File: config.mk
export PLATFORM = sky130hd
export DESIGN_NAME = act_lut_scheduler
export DESIGN_NICKNAME = d
export VERILOG_FILES = /design/src/rtl/act_sched_pkg.sv /design/src/rtl/act_interp.sv /design/src/rtl/act_lut_scheduler.sv
export SDC_FILE = /design/constraint.sdc
export NUM_CORES = 1
export LEC_CHECK = 0
export ABC_CLOCK_PERIOD_IN_PS = 5550
export CORE_UTILIZATION = 49
export CTS_CLUSTER_DIAMETER = 50
export CTS_CLUSTER_SIZE = 16
export DETAILED_ROUTE_END_ITERATION = 6
export PLACE_DENSITY = 0.78
export SYNTH_ARGS = -nofsm -noshare
export SYNTH_HDL_FRONTEND = slang
export SYNTH_SLANG_ARGS = --single-unit
File: constraint.sdc
create_clock -name clk -period 5.55 [get_ports clk]
set_input_delay 1.11 -clock clk [delete_from_list [all_inputs] [get_ports clk]]
set_output_delay 1.11 -clock clk [all_outputs]
set_load 0.02 [all_outputs]
File: src/rtl/act_sched_pkg.sv
// Shared types, default widths and address-map helpers for act_lut_scheduler.
// ACT_SCHED_INDEX_REUSE_EN adds the CALC state used by the index-reuse path.
package act_sched_pkg;

  localparam int unsigned DEF_DATA_W = 8;
  localparam int unsigned DEF_FRAC_W = 4;
  localparam int unsigned DEF_ADDR_W = DEF_DATA_W - DEF_FRAC_W;

`ifdef ACT_SCHED_INDEX_REUSE_EN
  typedef enum logic [2:0] {IDLE, RD_BASE, RD_NEXT, WAIT_NEXT, RESP, CALC} state_t;
`else
  typedef enum logic [2:0] {IDLE, RD_BASE, RD_NEXT, WAIT_NEXT, RESP} state_t;
`endif

  // Offset-binary mapping so the most negative input lands on address 0
  function automatic logic [DEF_ADDR_W-1:0] base_addr_f(input logic [DEF_ADDR_W-1:0] hi);
    return hi ^ DEF_ADDR_W'(1 << (DEF_ADDR_W - 1));
  endfunction

  // Top entry has no successor; interpolate against itself
  function automatic logic [DEF_ADDR_W-1:0] next_addr_f(input logic [DEF_ADDR_W-1:0] a);
    return (a == '1) ? a : a + DEF_ADDR_W'(1);
  endfunction

endpackage

File: src/rtl/act_interp.sv
// Combinational linear interpolator: y = base + floor((next - base) * remaining / 2^FRAC_W).
module act_interp #(
  parameter int unsigned DATA_W = 8,
  parameter int unsigned FRAC_W = 4
) (
  input  logic [DATA_W-1:0] base,
  input  logic [DATA_W-1:0] next,
  input  logic [FRAC_W-1:0] remaining,
  output logic [DATA_W-1:0] y
);

  localparam int unsigned PROD_W = DATA_W + FRAC_W + 1;

  logic signed [DATA_W:0]   diff;
  logic signed [PROD_W-1:0] prod;
  logic signed [PROD_W-1:0] shifted;
  logic signed [PROD_W-1:0] sum;

  assign diff    = $signed({next[DATA_W-1], next}) - $signed({base[DATA_W-1], base});
  assign prod    = PROD_W'(diff) * $signed({{(DATA_W + 1){1'b0}}, remaining});
  assign shifted = prod >>> FRAC_W;
  // Result lies between base and next, so truncation is lossless
  assign sum     = PROD_W'($signed(base)) + shifted;
  assign y       = DATA_W'(sum);

endmodule

File: src/rtl/act_lut_scheduler.sv
// Shares one activation LUT and interpolator among N_REQ requesters (round-robin).
// Optional ACT_SCHED_INDEX_REUSE_EN skips the ROM fetch when the table index repeats.
module act_lut_scheduler
  import act_sched_pkg::*;
#(
  parameter int unsigned N_REQ  = 4,
  parameter int unsigned DATA_W = DEF_DATA_W,
  parameter int unsigned FRAC_W = DEF_FRAC_W,
  parameter int unsigned ADDR_W = DEF_ADDR_W
) (
  input  logic                      clk,
  input  logic                      rst_n,
  input  logic [N_REQ-1:0]          req_valid,
  input  logic [N_REQ*DATA_W-1:0]   req_x,
  output logic [N_REQ-1:0]          req_ready,
  output logic                      rom_en,
  output logic [ADDR_W-1:0]         rom_addr,
  input  logic [DATA_W-1:0]         rom_rdata,
  output logic                      rsp_valid,
  output logic [$clog2(N_REQ)-1:0]  rsp_id,
  output logic [DATA_W-1:0]         rsp_y,
  input  logic                      rsp_ready
);

  localparam int unsigned ID_W = $clog2(N_REQ);

  state_t            state, state_d;
  logic [ID_W-1:0]   rr_ptr, grant_id, pick, id_q;
  logic [N_REQ-1:0]  rot;
  int unsigned       grant_sum;
  logic [DATA_W-1:0] sel_x, x_q, base_q, interp_next, interp_y;
  logic [ADDR_W-1:0] sel_base_addr, cur_base_addr, rom_addr_d;
  logic              accept, rom_en_d, load_base, load_rsp, rsp_valid_d, tag_hit;

  // Round-robin: rotate so rr_ptr is bit 0, pick lowest, rotate back
  always_comb begin
    rot  = N_REQ'({req_valid, req_valid} >> rr_ptr);
    pick = '0;
    for (int i = N_REQ - 1; i >= 0; i--) begin
      if (rot[i]) pick = ID_W'(i);
    end
    grant_sum = 32'(pick) + 32'(rr_ptr);
    if (grant_sum >= N_REQ) grant_sum = grant_sum - N_REQ;
    grant_id = ID_W'(grant_sum);
  end

  assign sel_x         = req_x[32'(grant_id)*DATA_W +: DATA_W];
  assign sel_base_addr = base_addr_f(sel_x[DATA_W-1:FRAC_W]);
  assign cur_base_addr = base_addr_f(x_q[DATA_W-1:FRAC_W]);

`ifdef ACT_SCHED_INDEX_REUSE_EN
  logic [DATA_W-1:0] next_q;
  logic [ADDR_W-1:0] tag_addr;
  logic              tag_valid;

  assign tag_hit     = tag_valid && (tag_addr == sel_base_addr);
  assign interp_next = (state == CALC) ? next_q : rom_rdata;

  // base_q doubles as the tag's base entry; it only changes on a fetch
  always_ff @(posedge clk or negedge rst_n) begin
    if (!rst_n) begin
      next_q    <= '0;
      tag_addr  <= '0;
      tag_valid <= 1'b0;
    end else if (state == WAIT_NEXT) begin
      next_q    <= rom_rdata;
      tag_addr  <= cur_base_addr;
      tag_valid <= 1'b1;
    end
  end
`else
  assign tag_hit     = 1'b0;
  assign interp_next = rom_rdata;
`endif

  act_interp #(.DATA_W(DATA_W), .FRAC_W(FRAC_W)) u_interp (
    .base      (base_q),
    .next      (interp_next),
    .remaining (x_q[FRAC_W-1:0]),
    .y         (interp_y)
  );

  always_ff @(posedge clk or negedge rst_n) begin
    if (!rst_n) state <= IDLE;
    else        state <= state_d;
  end

  // Next state plus next values of the registered ROM/response controls
  always_comb begin
    state_d     = state;
    req_ready   = '0;
    accept      = 1'b0;
    rom_en_d    = 1'b0;
    rom_addr_d  = '0;
    load_base   = 1'b0;
    load_rsp    = 1'b0;
    rsp_valid_d = 1'b0;
    case (state)
      IDLE: begin
        if (|req_valid) begin
          req_ready[grant_id] = 1'b1;
          accept              = 1'b1;
`ifdef ACT_SCHED_INDEX_REUSE_EN
          if (tag_hit) begin
            state_d = CALC;
          end else
`endif
          begin
            state_d    = RD_BASE;
            rom_en_d   = 1'b1;
            rom_addr_d = sel_base_addr;
          end
        end
      end
      RD_BASE: begin
        state_d    = RD_NEXT;
        rom_en_d   = 1'b1;
        rom_addr_d = next_addr_f(cur_base_addr);
      end
      RD_NEXT: begin
        state_d   = WAIT_NEXT;
        load_base = 1'b1;
      end
      WAIT_NEXT: begin
        state_d     = RESP;
        load_rsp    = 1'b1;
        rsp_valid_d = 1'b1;
      end
`ifdef ACT_SCHED_INDEX_REUSE_EN
      CALC: begin
        state_d     = RESP;
        load_rsp    = 1'b1;
        rsp_valid_d = 1'b1;
      end
`endif
      RESP: begin
        if (rsp_ready) state_d = IDLE;
        else           rsp_valid_d = 1'b1;
      end
      default: state_d = IDLE;
    endcase
  end

  always_ff @(posedge clk or negedge rst_n) begin
    if (!rst_n) begin
      rr_ptr    <= '0;
      id_q      <= '0;
      x_q       <= '0;
      base_q    <= '0;
      rom_en    <= 1'b0;
      rom_addr  <= '0;
      rsp_valid <= 1'b0;
      rsp_id    <= '0;
      rsp_y     <= '0;
    end else begin
      rom_en    <= rom_en_d;
      rom_addr  <= rom_addr_d;
      rsp_valid <= rsp_valid_d;
      if (accept) begin
        x_q    <= sel_x;
        id_q   <= grant_id;
        rr_ptr <= (grant_id == ID_W'(N_REQ - 1)) ? '0 : grant_id + ID_W'(1);
      end
      if (load_base) base_q <= rom_rdata;
      if (load_rsp) begin
        rsp_y  <= interp_y;
        rsp_id <= id_q;
      end
    end
  end

endmodule
# ---- Word-level counts from Yosys, hierarchy flattened
# Index checks and enable logic that the tools add are counted.
dict set report totals {
  ff_bits 39
  inputBits 47
  output_inout_bits 20
  wordCells 59
}
dict set report classes {
  n_addsub 6
  multipliers 1
  order_cmp 3
  eq_ne 8
  n_shift 2
  n_mux 23
  n_bitwise 2
  n_reduce_logical 4
}
# op n
set op_table {}
lappend op_table {{32-bit by 6-bit indexed part select with 8-bit output} 1}
lappend op_table {{4-bit two-way mux} 4}
lappend op_table {{3-bit case mux with 5 select lines} 1}
lappend op_table {{9-bit by 5-bit multiplier with 12-bit output} 1}
lappend op_table {{2-bit two-way mux} 6}
lappend op_table {{8-bit by 8-bit subtractor with 9-bit output} 1}
lappend op_table {{8-bit adder} 1}
lappend op_table {{4-bit case mux with 2 select lines} 1}
lappend op_table {{8-bit by 2-bit >> shifter with 4-bit output} 1}
lappend op_table {{3-bit by 2-bit == test with 1-bit output, second input constant} 2}
lappend op_table {{1-bit two-way mux} 6}
lappend op_table {{3-bit two-way mux} 2}
lappend op_table {{4-bit by 1-bit adder with 4-bit output, second input constant} 1}
lappend op_table {{4-bit == test, second input constant} 1}
lappend op_table {{2-bit inequality test, second input constant} 2}
lappend op_table {{1-bit case mux with 2 select lines} 2}
lappend op_table {{4-bit OR reduction} 1}
lappend op_table {{2-bit by 2-bit adder with 3-bit output} 1}
lappend op_table {{3-bit by 1-bit == test with 1-bit output, second input constant} 1}
lappend op_table {{3-bit == test, second input constant} 1}
lappend op_table {{3-bit >= comparator, second input constant} 1}
lappend op_table {{3-bit logical NOT} 1}
lappend op_table {{2-bit by 3-bit less-than comparator with 1-bit output, second input constant} 1}
lappend op_table {{2-bit by 1-bit adder with 2-bit output, second input constant} 1}
lappend op_table {{7 further kinds} 8}

# ---- Logic depth before layout (Yosys ltp)
# Gate-level depths: netlist of the first run.
dict set report logic_depth {
  word_depth 14
  depth_mapped 28
  depth_no_buf 28
}

# ---- Modules after synthesis
# From an unflattened synthesis of the first run, not the netlist that was laid out.
dict set report hier_totals {
  cells_unflattened 409
  hier_area_um2 4022.6
}
# mod instances cells_each area_per_inst_um2 seq_area_each_um2
set by_module_without_submodules {}
lappend by_module_without_submodules {act_lut_scheduler 1 191 2184.6 975.9}
lappend by_module_without_submodules {act_interp 1 218 1838.0 0.0}

# ---- Worst setup path before layout of the first run
# No wires, ideal clock.
dict set report synth_path {
  path_kind {input to register}
  startpoint {input port rom_rdata[1]}
  endpoint {register rsp_y[7]}
  setup_ns 0.136
  arrival_time_ns 6.038
  required_time_ns 5.414
  slack_ns -0.624
  cell_stages 25
  path_buffers 0
  cell_sequence {ha_1 > nor2b_1 > o21ai_0 > a21boi_0 > o21ai_0 > nor2b_1 > xnor2_1 > and2_1 > ha_1 > fa_1 > inv_1 > fa_1 > inv_1 > ha_1 > o21ai_0 > nor2_1 > a2bb2oi_1 > a21oi_1 > xnor2_1 > ha_1 > or4_1 > a21oi_1 > xnor2_1 > xnor2_1 > o21ai_0}
}
dict set report synth_between {
  elab_chain_len 3
}
# element line
set synth_lines {}
lappend synth_lines {{start: declaration} act_lut_scheduler.sv:18} ;# input logic [DATA_W-1:0] rom_rdata,
lappend synth_lines {{8-bit by 8-bit subtractor with 9-bit output} act_interp.sv:19} ;# assign diff = $signed({next[DATA_W-1], next}) - $signed({base[DATA_W-1], base});
lappend synth_lines {{9-bit by 5-bit multiplier with 12-bit output} act_interp.sv:20} ;# assign prod = PROD_W'(diff) * $signed({{(DATA_W + 1){1'b0}}, remaining});
lappend synth_lines {{8-bit adder} act_interp.sv:23} ;# assign sum = PROD_W'($signed(base)) + shifted;
lappend synth_lines {{end signal: assignment} act_lut_scheduler.sv:166} ;# rsp_y <= interp_y;
lappend synth_lines {{end: declaration} act_lut_scheduler.sv:21} ;# output logic [DATA_W-1:0] rsp_y,
# Every way passes these cells.
# A chain may end at the register's enable or synchronous reset.

# ---- Final worst setup path of the first run
dict set report layout_path {
  startpoint {input port rom_rdata[0]}
  endpoint {register rsp_y[7]}
}
# Same word-level chain as after synthesis.

==> results of run 1 <==
-- layer usage --
layer | GRT usage, % | part of all wire (%) | up-vias
met4 | 8.51 | 2.6 | 0
met2 | 47.2 | 54 | 99
met5 | 0 | 0 | -
met3 | 4.43 | 3.8 | 26
met1 | 27.6 | 40 | 1638
li1 | - | - | 1646
-- state kept, by name (all words and copies together), names as in the netlist --
register and cells:
state 3, rsp_y 8, base_q 8, rsp_valid 1
id_q 2, rom_addr 4, rsp_id 2, rr_ptr 2
x_q 8, rom_en 1
-- synthesized netlist by cell type, types with 6 or more instances --
library cell  instances
o21ai_0              31
mux2i_1              10
fa_1                 17
inv_1                46
nor2_1               13
o311ai_0              6
dfrtp_1              39
and2_1               22
o21a_1                6
nor3_1                7
xnor2_1              19
clkbuf_1             10
ha_1                 40
nand2_1              60
nor2b_1              13
-- worst max-delay path, delay by kind of cell --
family / cells / cell delay (ns)
xor+xnor: 3 / 0.38
compound gates: 7 / 1.07
simple gates: 9 / 1.26
fa+ha+maj: 5 / 1.77
buf+inv: 6 / 0.59
-- cells by family after synthesis --
logic type                 Yosys count
AOI/OAI and AO/OA                   78
xor gates and xnor gates            24
adders and majority gates           57
buffers and inverters               58
DFF                                 39
muxes                               19
and+or+nand+nor                    137
-- per-stage QoR --
stage	worst slack [ns]	utilization [%]	hold slack [ns]	cells	cell area, um^2
after floorplan	-0.304	-	0.446	412	3840
after global placement	-1.06	67.2	0.460	608	4900
after detailed placement	-1.19	67.2	0.466	608	4900
after CTS	-0.295	71.1	0.484	627	5190
after global routing	-0.687	73.5	0.515	632	5360
final	-0.466	73.5	0.484	632	5360
-- what timing repair did --
item / 4_1_cts / 5_1_grt
setup buffers: 11 / 10
setup endpoints to repair: 7 / 5
resized for setup: 32 / 34
pin swaps: 40 / 43
-- final cells by class --
class                   instances  area (um^2)
inverters                      46          185
repair buffers                125         1110
clock buffers                   6         82.6
multi-input cells             315         2870
flip-flops and latches         39          976
fillers                       522         1930
clock inverters                 2         13.8
well taps                      99          124
-- path summary, 6_finish.rpt --
path                       slack (ns)                     to             startpoint  cells after the start
max in group asynchronous        4.08  rr_ptr[0]$_DFFE_PN0P_                  rst_n                      1
max                             -0.47   rsp_y[7]$_DFFE_PN0P_           rom_rdata[0]                     30
min reg2reg                      0.48    id_q[1]$_DFFE_PN0P_    id_q[1]$_DFFE_PN0P_                      2
min                              0.48    id_q[1]$_DFFE_PN0P_    id_q[1]$_DFFE_PN0P_                      2
min in group asynchronous        0.91   rsp_y[5]$_DFFE_PN0P_                  rst_n                      1
max reg2reg                     -0.02   rsp_y[7]$_DFFE_PN0P_  base_q[0]$_DFFE_PN0N_                     28
==> flow_metrics.tcl, run 1 <==
set metrics [dict create \
    status "finished with violations" \
    violations "setup timing" \
    synthMuxAreaShare_pct 6.62 \
    end_kind "register" \
    cts_tree "yes" \
    finalNetCount 636 \
    vias 3409 \
    relSlewSlack_pct 41.7 \
    dp_hpwl_mm 7.08 \
    cts_hold_buf 0 \
    cp.arrival_ns 6.19 \
    max_stage_delay_ns 0.56 \
    syn_inst 412 \
    synth_cell_types 48 \
    via_per_inst 5.39 \
    synth_area_leader_cell "dfrtp_1" \
    syn_nets 516 \
    start_util_pct 51.0 \
    layout_common_cells "clkdlybuf4s50_1 (60), nand2_1 (59), buf_4 (55), dfrtp_1 (39), inv_1 (37)" \
    cts_inserted_buffers 5 \
    syn-mean-instance-area_um2 9.03 \
    maxClockFrequency_mhz 166 \
    setup_slack_ns -0.466 \
    core_um2 7290 \
    wirelength_mm 9.80 \
    required_ns 5.72 \
    fin_skew_ns 0.00710 \
    synth_edf_count 0 \
    synth-adder-area-share_pct 22.6 \
    critPathSlowestCell "fa_1" \
    synth_area_leaders "dfrtp_1 (26%), ha_1 (13%), fa_1 (9.1%)" \
    synthSimpleGateAreaFrac_pct 18.3 \
    chipWidth_um 89.1 \
    drtIter0Drc 105 \
    drive_gt1_share_pct 26.8 \
    ys_seq_area_share_pct 26.2 \
    synth-compound-area-share_pct 14.2 \
    fin_crit_sh_pct 108 \
    min_path_type "reg2reg" \
    clk_root_buffer_cell "clkbuf_8" \
    clkTransAtPathRegs_ns 0.09 \
    portBuffers 66 \
    rsz0062_at_grt "yes" \
    finalHoldViolations 0 \
    grt_pass1_vias 3413 \
    start_kind "input pin" \
    htree_levels 2 \
    tns_ns -1.03 \
    diodes 0 \
    ys_ff_latch 39 \
    synth_top_family_by_area "adder cells" \
    syn_to_final_growth_pct 44.0 \
    detail-route-antenna-nets 0 \
    num_rows 31 \
    setup_viol 4 \
    die_h_um 89.1 \
    wl_per_cell_um 15.5 \
    grt.total_usage_pct 24.8 \
    io_pins 67 \
    slew_viol_final 0 \
    remaining_drc_errors 0 \
    tightest_slew_ns 0.874 \
    fin_crit_ns 6.02 \
    synthArstFlopShare_pct 100 \
    detailedRoute.firstPassIterationCount 5 \
    cts.path.max_buffers 2 \
    gr-total-overflow 0 \
    grt_pass1_wl_mm 15.0 \
    antenna_found_initial 0 \
    gp_congestion 0.842 \
    synth-xor-area-share_pct 6.15 \
    max_cap_violations 0 \
    clk_latency_ns 0.31 \
    path_class "in2reg" \
    synthFlopType "dfrtp_1" \
    netlist_area_um2 3720 \
    crit_top_cell "nor2_1" \
    mostFrequentLayoutCell "clkdlybuf4s50_1" \
    dieArea_um2 7950 \
    crit_path_max_fanout 3 \
    netlist.area_leader.share_pct 26.2 \
    clock-sinks 39 \
    yosys_warnings 0 \
    grt_start_max_net_pins 40 \
]
Power of run 1 is left out: the tool's default activity adds up to more than one toggle a clock period on the data nets, which glitch-free logic cannot reach.
==> inputs of run 2 (changes only) <==
--- a/config.mk
+++ b/config.mk
@@ -6,11 +6,13 @@
 export NUM_CORES = 1
 export LEC_CHECK = 0
 export ABC_CLOCK_PERIOD_IN_PS = 5550
+export CAP_MARGIN = 30
 export CORE_UTILIZATION = 49
 export CTS_CLUSTER_DIAMETER = 50
 export CTS_CLUSTER_SIZE = 16
 export DETAILED_ROUTE_END_ITERATION = 6
 export PLACE_DENSITY = 0.78
+export SKIP_CTS_REPAIR_TIMING = 1
 export SYNTH_ARGS = -nofsm -noshare
 export SYNTH_HDL_FRONTEND = slang
 export SYNTH_SLANG_ARGS = --single-unit
==> run 2 against run 1 <==
Effect of this change:
- the run still ends with setup timing left
- utilization shrank 1.3 points
- largest cell class unchanged
- cell count shrank 0.95%
- non-clock buffer count shrank 6
- maximum frequency grew 0.38%
- die area is the same
==> flow_metrics.tcl, run 2 (synthesized netlist as in run 1, its figures left out) <==
set metrics [dict create \
    drtIter0Drc 114 \
    cp.arrival_ns 6.16 \
    cts.path.max_buffers 2 \
    path_class "in2reg" \
    critPathSlowestCell "fa_1" \
    chipWidth_um 89.1 \
    die_h_um 89.1 \
    grt_pass1_vias 3307 \
    setup_viol 4 \
    crit_top_cell "nor2_1" \
    wl_per_cell_um 15.6 \
    status "finished with violations" \
    slew_viol_final 0 \
    detailedRoute.firstPassIterationCount 4 \
    gr-total-overflow 0 \
    start_kind "input pin" \
    detail-route-antenna-nets 0 \
    crit_path_max_fanout 3 \
    gp_congestion 0.842 \
    top_regs "base_q: 8 flops, rsp_y: 8 flops, x_q: 8 flops" \
    tns_ns -1.07 \
    max_stage_delay_ns 0.57 \
    maxClockFrequency_mhz 167 \
    portBuffers 66 \
    cts_tree "yes" \
    required_ns 5.72 \
    relSlewSlack_pct 40.4 \
    crit_buf_inv 6 \
    reg2reg_from "base_q[1]$_DFFE_PN0N_" \
    clkTransAtPathRegs_ns 0.09 \
    cts_inserted_buffers 5 \
    clk_latency_ns 0.30 \
    antenna_found_initial 0 \
    r2r_cells 26 \
    hold_end "id_q[1]$_DFFE_PN0P_" \
    setup_slack_ns -0.444 \
    finalNetCount 630 \
    wirelength_mm 9.76 \
    max_cap_violations 0 \
    dp_hpwl_mm 7.08 \
    num_rows 31 \
    hold_start "id_q[1]$_DFFE_PN0P_" \
    io_pins 67 \
    rsz0062_at_grt "yes" \
    finalHoldViolations 0 \
    clock-sinks 39 \
    fin_crit_sh_pct 108 \
    syn_to_final_growth_pct 41.4 \
    fin_crit_ns 5.99 \
    dieArea_um2 7950 \
    fin_util_pct 72.2 \
    core_um2 7290 \
    fin_skew_ns 0.00912 \
    path_delay_family "adder cells" \
    rr_endpoint "rsp_y[7]$_DFFE_PN0P_" \
    remaining_drc_errors 0 \
    layout_common_cells "nand2_1 (60), clkdlybuf4s50_1 (60), buf_4 (51), inv_1 (40), dfrtp_1 (39)" \
    min_path_type "reg2reg" \
    violations "setup timing" \
    drive_gt1_share_pct 24.7 \
    diodes 0 \
    end_kind "register" \
    vias 3377 \
    start_util_pct 51.0 \
    tightest_slew_ns 0.894 \
    grt_pass1_wl_mm 14.5 \
    reg2reg_slack_ns 0.08 \
    via_per_inst 5.39 \
    grt_start_max_net_pins 40 \
    htree_levels 2 \
    clk_root_buffer_cell "clkbuf_8" \
    min_path_cells 2 \
    grt.total_usage_pct 23.7 \
]
run 2: worst reg2reg max path, stage by stage (launching register included):
cell and delay (ns):
dfrtp_1 0.35, inv_1 0.05, ha_1 0.29, nor2b_4 0.13, o21ai_2 0.15, nand2_1 0.09, nor2_1 0.10, nor2_1 0.06
and2_1 0.17, ha_1 0.32, fa_1 0.53, inv_1 0.06, fa_1 0.57, inv_1 0.08, ha_4 0.25, nor2b_2 0.16
o21a_1 0.20, nor2_1 0.19, xnor2_1 0.17, ha_1 0.28, o21ai_1 0.08, nor2_1 0.06, or4_4 0.43, a21oi_4 0.16
xnor2_2 0.13, xnor2_1 0.16, o21ai_1 0.09
run 2: worst max path at each step:
stage,cells past startpoint,to,start,slack (ns)
5_1_grt,28,rsp_y[7]$_DFFE_PN0P_,rom_rdata[0],-0.65
6_report,28,rsp_y[7]$_DFFE_PN0P_,rom_rdata[0],-0.44
4_1_cts,25,rsp_y[7]$_DFFE_PN0P_,rom_rdata[0],-0.90
2_1_floorplan,25,rsp_y[7]$_DFFE_PN0P_,rom_rdata[0],-0.30
3_3_place_gp,25,rsp_y[7]$_DFFE_PN0P_,rom_rdata[0],-1.06
3_5_place_dp,25,rsp_y[7]$_DFFE_PN0P_,rom_rdata[0],-1.19
run 2: metrics by stage:
step                      hold slack [ns]  setup slack [ns]  cell area (um^2)  std cells
after floorplan                     0.446            -0.304              3840        412
after global placement              0.460             -1.06              4900        608
after detailed placement            0.466             -1.19              4900        608
after CTS                           0.484            -0.895              4990        616
after global routing                0.515            -0.651              5260        626
final                               0.483            -0.444              5260        626
run 2: area by class of cell:
cell class              count  area [um^2]
flip-flops and latches     39          976
well taps                  99          124
multi-input cells         315         2820
clock buffers               6         82.6
inverters                  46          185
repair buffers            119         1060
clock inverters             2         13.8
fillers                   538         2030
run 2: metal layers:
| layer | up-vias | wire, um | GRT usage, % |
|---|---|---|---|
| li1 | 1634 | - | - |
| met1 | 1599 | 3940 | 27.7 |
| met2 | 111 | 5090 | 44.0 |
| met3 | 33 | 380 | 4.43 |
| met4 | 0 | 345 | 7.22 |
| met5 | - | 0 | 0 |
Power of run 2 is left out for the same reason.
==> inputs of run 3 (changes only) <==
--- a/config.mk
+++ b/config.mk
@@ -5,6 +5,7 @@
 export SDC_FILE = /design/constraint.sdc
 export NUM_CORES = 1
 export LEC_CHECK = 0
+export ABC_AREA = 1
 export ABC_CLOCK_PERIOD_IN_PS = 5550
 export CAP_MARGIN = 30
 export CORE_UTILIZATION = 49
==> run 3 against run 2 <==
Effect of this change:
- the flow still finishes with violations (setup timing)
- clock-buffer cell count is 1 lower
- sequential cell count stayed put
- global-route usage is 1.1 points higher
- area after synthesis is 3.9% higher
- cell count is 19% higher
- critical endpoint unchanged
==> flow_metrics.tcl, run 3 <==
set metrics [dict create \
    status "finished with violations" \
    violations "setup timing" \
    reg2reg_from "base_q[0]$_DFFE_PN0N_" \
    min_path_cells 2 \
    clkTransAtPathRegs_ns 0.08 \
    io_pins 67 \
    synth_area_leader_cell "dfrtp_1" \
    yosys_warnings 0 \
    r2r_cells 27 \
    crit_buf_inv 7 \
    synthTopCellsByCount "nand2_1 (116), inv_1 (93), nor2_1 (63), ha_1 (40), dfrtp_1 (39)" \
    mostFrequentLayoutCell "nand2_1" \
    ys_seq_area_share_pct 25.2 \
    antenna_found_initial 0 \
    cts_inserted_buffers 5 \
    path_delay_family "adder cells" \
    drive_gt1_share_pct 18.7 \
    timing.hold.ws_ns 0.484 \
    gr-total-overflow 0 \
    gp_congestion 0.888 \
    fin_skew_ns 0.00952 \
    maxClockFrequency_mhz 165 \
    wirelength_mm 10.1 \
    max_stage_delay_ns 0.55 \
    placed_area_um2 5050 \
    diodes 0 \
    layout_common_cells "nand2_1 (111), inv_1 (88), nor2_1 (62), clkdlybuf4s50_1 (61), buf_4 (50)" \
    crit_path_max_fanout 4 \
    min_path_type "reg2reg" \
    dp_hpwl_mm 7.80 \
    clock-sinks 39 \
    regArea_um2 976 \
    crit_top_cell "nand2_1" \
    start_kind "input pin" \
    synthArstFlopShare_pct 100 \
    final_area_um2 5330 \
    die_h_um 90.8 \
    synth_edf_count 0 \
    vias 3804 \
    synth_cell_types 41 \
    startpoint "rom_rdata[0]" \
    multi_input_area_um2 2670 \
    clk_root_buffer_cell "clkbuf_8" \
    end_kind "register" \
    fin_crit_sh_pct 109 \
    rsz0062_at_grt "yes" \
    cts_tree "yes" \
    grt_pass1_vias 3849 \
    reg2reg_slack_ns 0.03 \
    fin_crit_ns 6.07 \
    remaining_drc_errors 0 \
    rr_endpoint "rsp_y[7]$_DFFE_PN0P_" \
    setup_slack_ns -0.521 \
    required_ns 5.74 \
    cts.path.max_buffers 2 \
    drtIter0Drc 141 \
    netlist_area_um2 3870 \
    grt_pass1_wl_mm 16.7 \
    via_per_inst 5.11 \
    syn-mean-instance-area_um2 7.34 \
    fin_util_pct 69.3 \
    grt.total_usage_pct 24.8 \
    synthFlopType "dfrtp_1" \
    num_rows 32 \
    start_util_pct 50.3 \
    chipWidth_um 90.8 \
    hold_end "rsp_y[1]$_DFFE_PN0P_" \
    synth_area_leaders "dfrtp_1 (25%), ha_1 (13%), nand2_1 (11%)" \
    syn_to_final_growth_pct 37.8 \
    cp.arrival_ns 6.26 \
    finalHoldViolations 0 \
    synth.most_common_cell "nand2_1" \
    wl_per_cell_um 13.5 \
    ys_ff_latch 39 \
    htree_levels 2 \
    relSlewSlack_pct 42.3 \
    critPathSlowestCell "fa_1" \
    grt_start_max_net_pins 40 \
    detailedRoute.firstPassIterationCount 4 \
    path_class "in2reg" \
    portBuffers 66 \
    max_cap_violations 0 \
    core_um2 7690 \
    clk_latency_ns 0.30 \
    fillCellCount 619 \
    detail-route-antenna-nets 0 \
    netlist.area_leader.share_pct 25.2 \
    tightest_slew_ns 0.865 \
    finalNetCount 746 \
    syn_nets 631 \
    setup_viol 5 \
    slew_viol_final 0 \
    top_regs "base_q: 8 flops, rsp_y: 8 flops, x_q: 8 flops" \
    dieArea_um2 8250 \
    hold_start "rsp_y[1]$_DFFE_PN0P_" \
    syn_inst 527 \
]
==> run 3: cell types whose count changed after synthesis, moves of 6 or more <==
cell / delta
clkbuf_1: -6
inv_1: +47
nor2b_1: -13
a21oi_1: +19
nand2_1: +56
and2_1: -21
o21ai_0: -15
nor2_1: +50
o21ai_2: +8
o311ai_0: -6
xor2_1: +10
nand3_1: +20
xnor2_1: -12
==> run 3: routing by layer <==
| metal | vias to the layer above | part of all wire [%] | track usage [%] |
|---|---|---|---|
| li1 | 1872 | - | - |
| met1 | 1806 | 40 | 28.3 |
| met2 | 105 | 54 | 47.7 |
| met3 | 21 | 4.5 | 3.96 |
| met4 | 0 | 1.6 | 6.08 |
| met5 | - | 0 | 0 |
==> run 3: metrics by stage <==
step | worst slack (ns) | std cells | setup TNS (ns)
after global routing | -0.772 | 745 | -2.89
after floorplan | -0.385 | 527 | -0.407
after global placement | -1.16 | 734 | -4.89
final | -0.521 | 745 | -1.72
after CTS | -1.04 | 742 | -4.24
after detailed placement | -1.36 | 734 | -6.42
==> run 3: cell families (layout without fill, tap and decap cells) <==
logic type               Yosys count  in the layout  share of synthesized area, %
AND/OR/NAND/NOR                  224            224                          24.4
flip-flops                        39             39                          25.2
multiplexers                       7              7                          1.81
AO/OA/AOI/OAI                     69             69                          10.9
adder cells (fa/ha/maj)           57             57                          21.7
buffers and inverters            110            226                          11.2
XOR/XNOR                          21             21                          4.76
==> run 3: how the worst max path moves through the flow <==
stage,slack (ns),cells past startpoint,to
floorplan,-0.39,35,rsp_y[7]$_DFFE_PN0P_
finish,-0.52,30,rsp_y[7]$_DFFE_PN0P_
global route,-0.77,30,rsp_y[7]$_DFFE_PN0P_
detailed placement,-1.36,37,rsp_y[7]$_DFFE_PN0P_
CTS,-1.04,37,rsp_y[7]$_DFFE_PN0P_
global placement,-1.16,34,rsp_y[7]$_DFFE_PN0P_
==> run 3: cell type report <==
class | count | share of cell area (%)
repair buffers | 117 | 19.7
flip-flops and latches | 39 | 18.3
well taps | 102 | 2.40
clock buffers | 5 | 1.29
clock inverters | 3 | 0.869
inverters | 101 | 7.35
multi-input cells | 378 | 50.0
==> run 3: worst register-to-register path, stage by stage, from the launching register on <==
cell,delay (ns)
dfrtp_1,0.44
ha_4,0.18
fa_2,0.35
xor2_1,0.25
nor2_1,0.08
ha_1,0.29
inv_1,0.05
fa_1,0.50
fa_1,0.55
inv_1,0.04
ha_1,0.33
a21oi_2,0.21
buf_4,0.14
o31ai_2,0.06
a21oi_1,0.22
xor2_1,0.22
inv_1,0.09
ha_1,0.34
a21oi_1,0.16
nand2_1,0.10
nand4_1,0.10
o211ai_1,0.14
xor2_1,0.19
nand3_1,0.12
nand2_1,0.08
nand2_1,0.05
nand3_1,0.06
nand2_1,0.05
Power of run 3 is left out for the same reason.
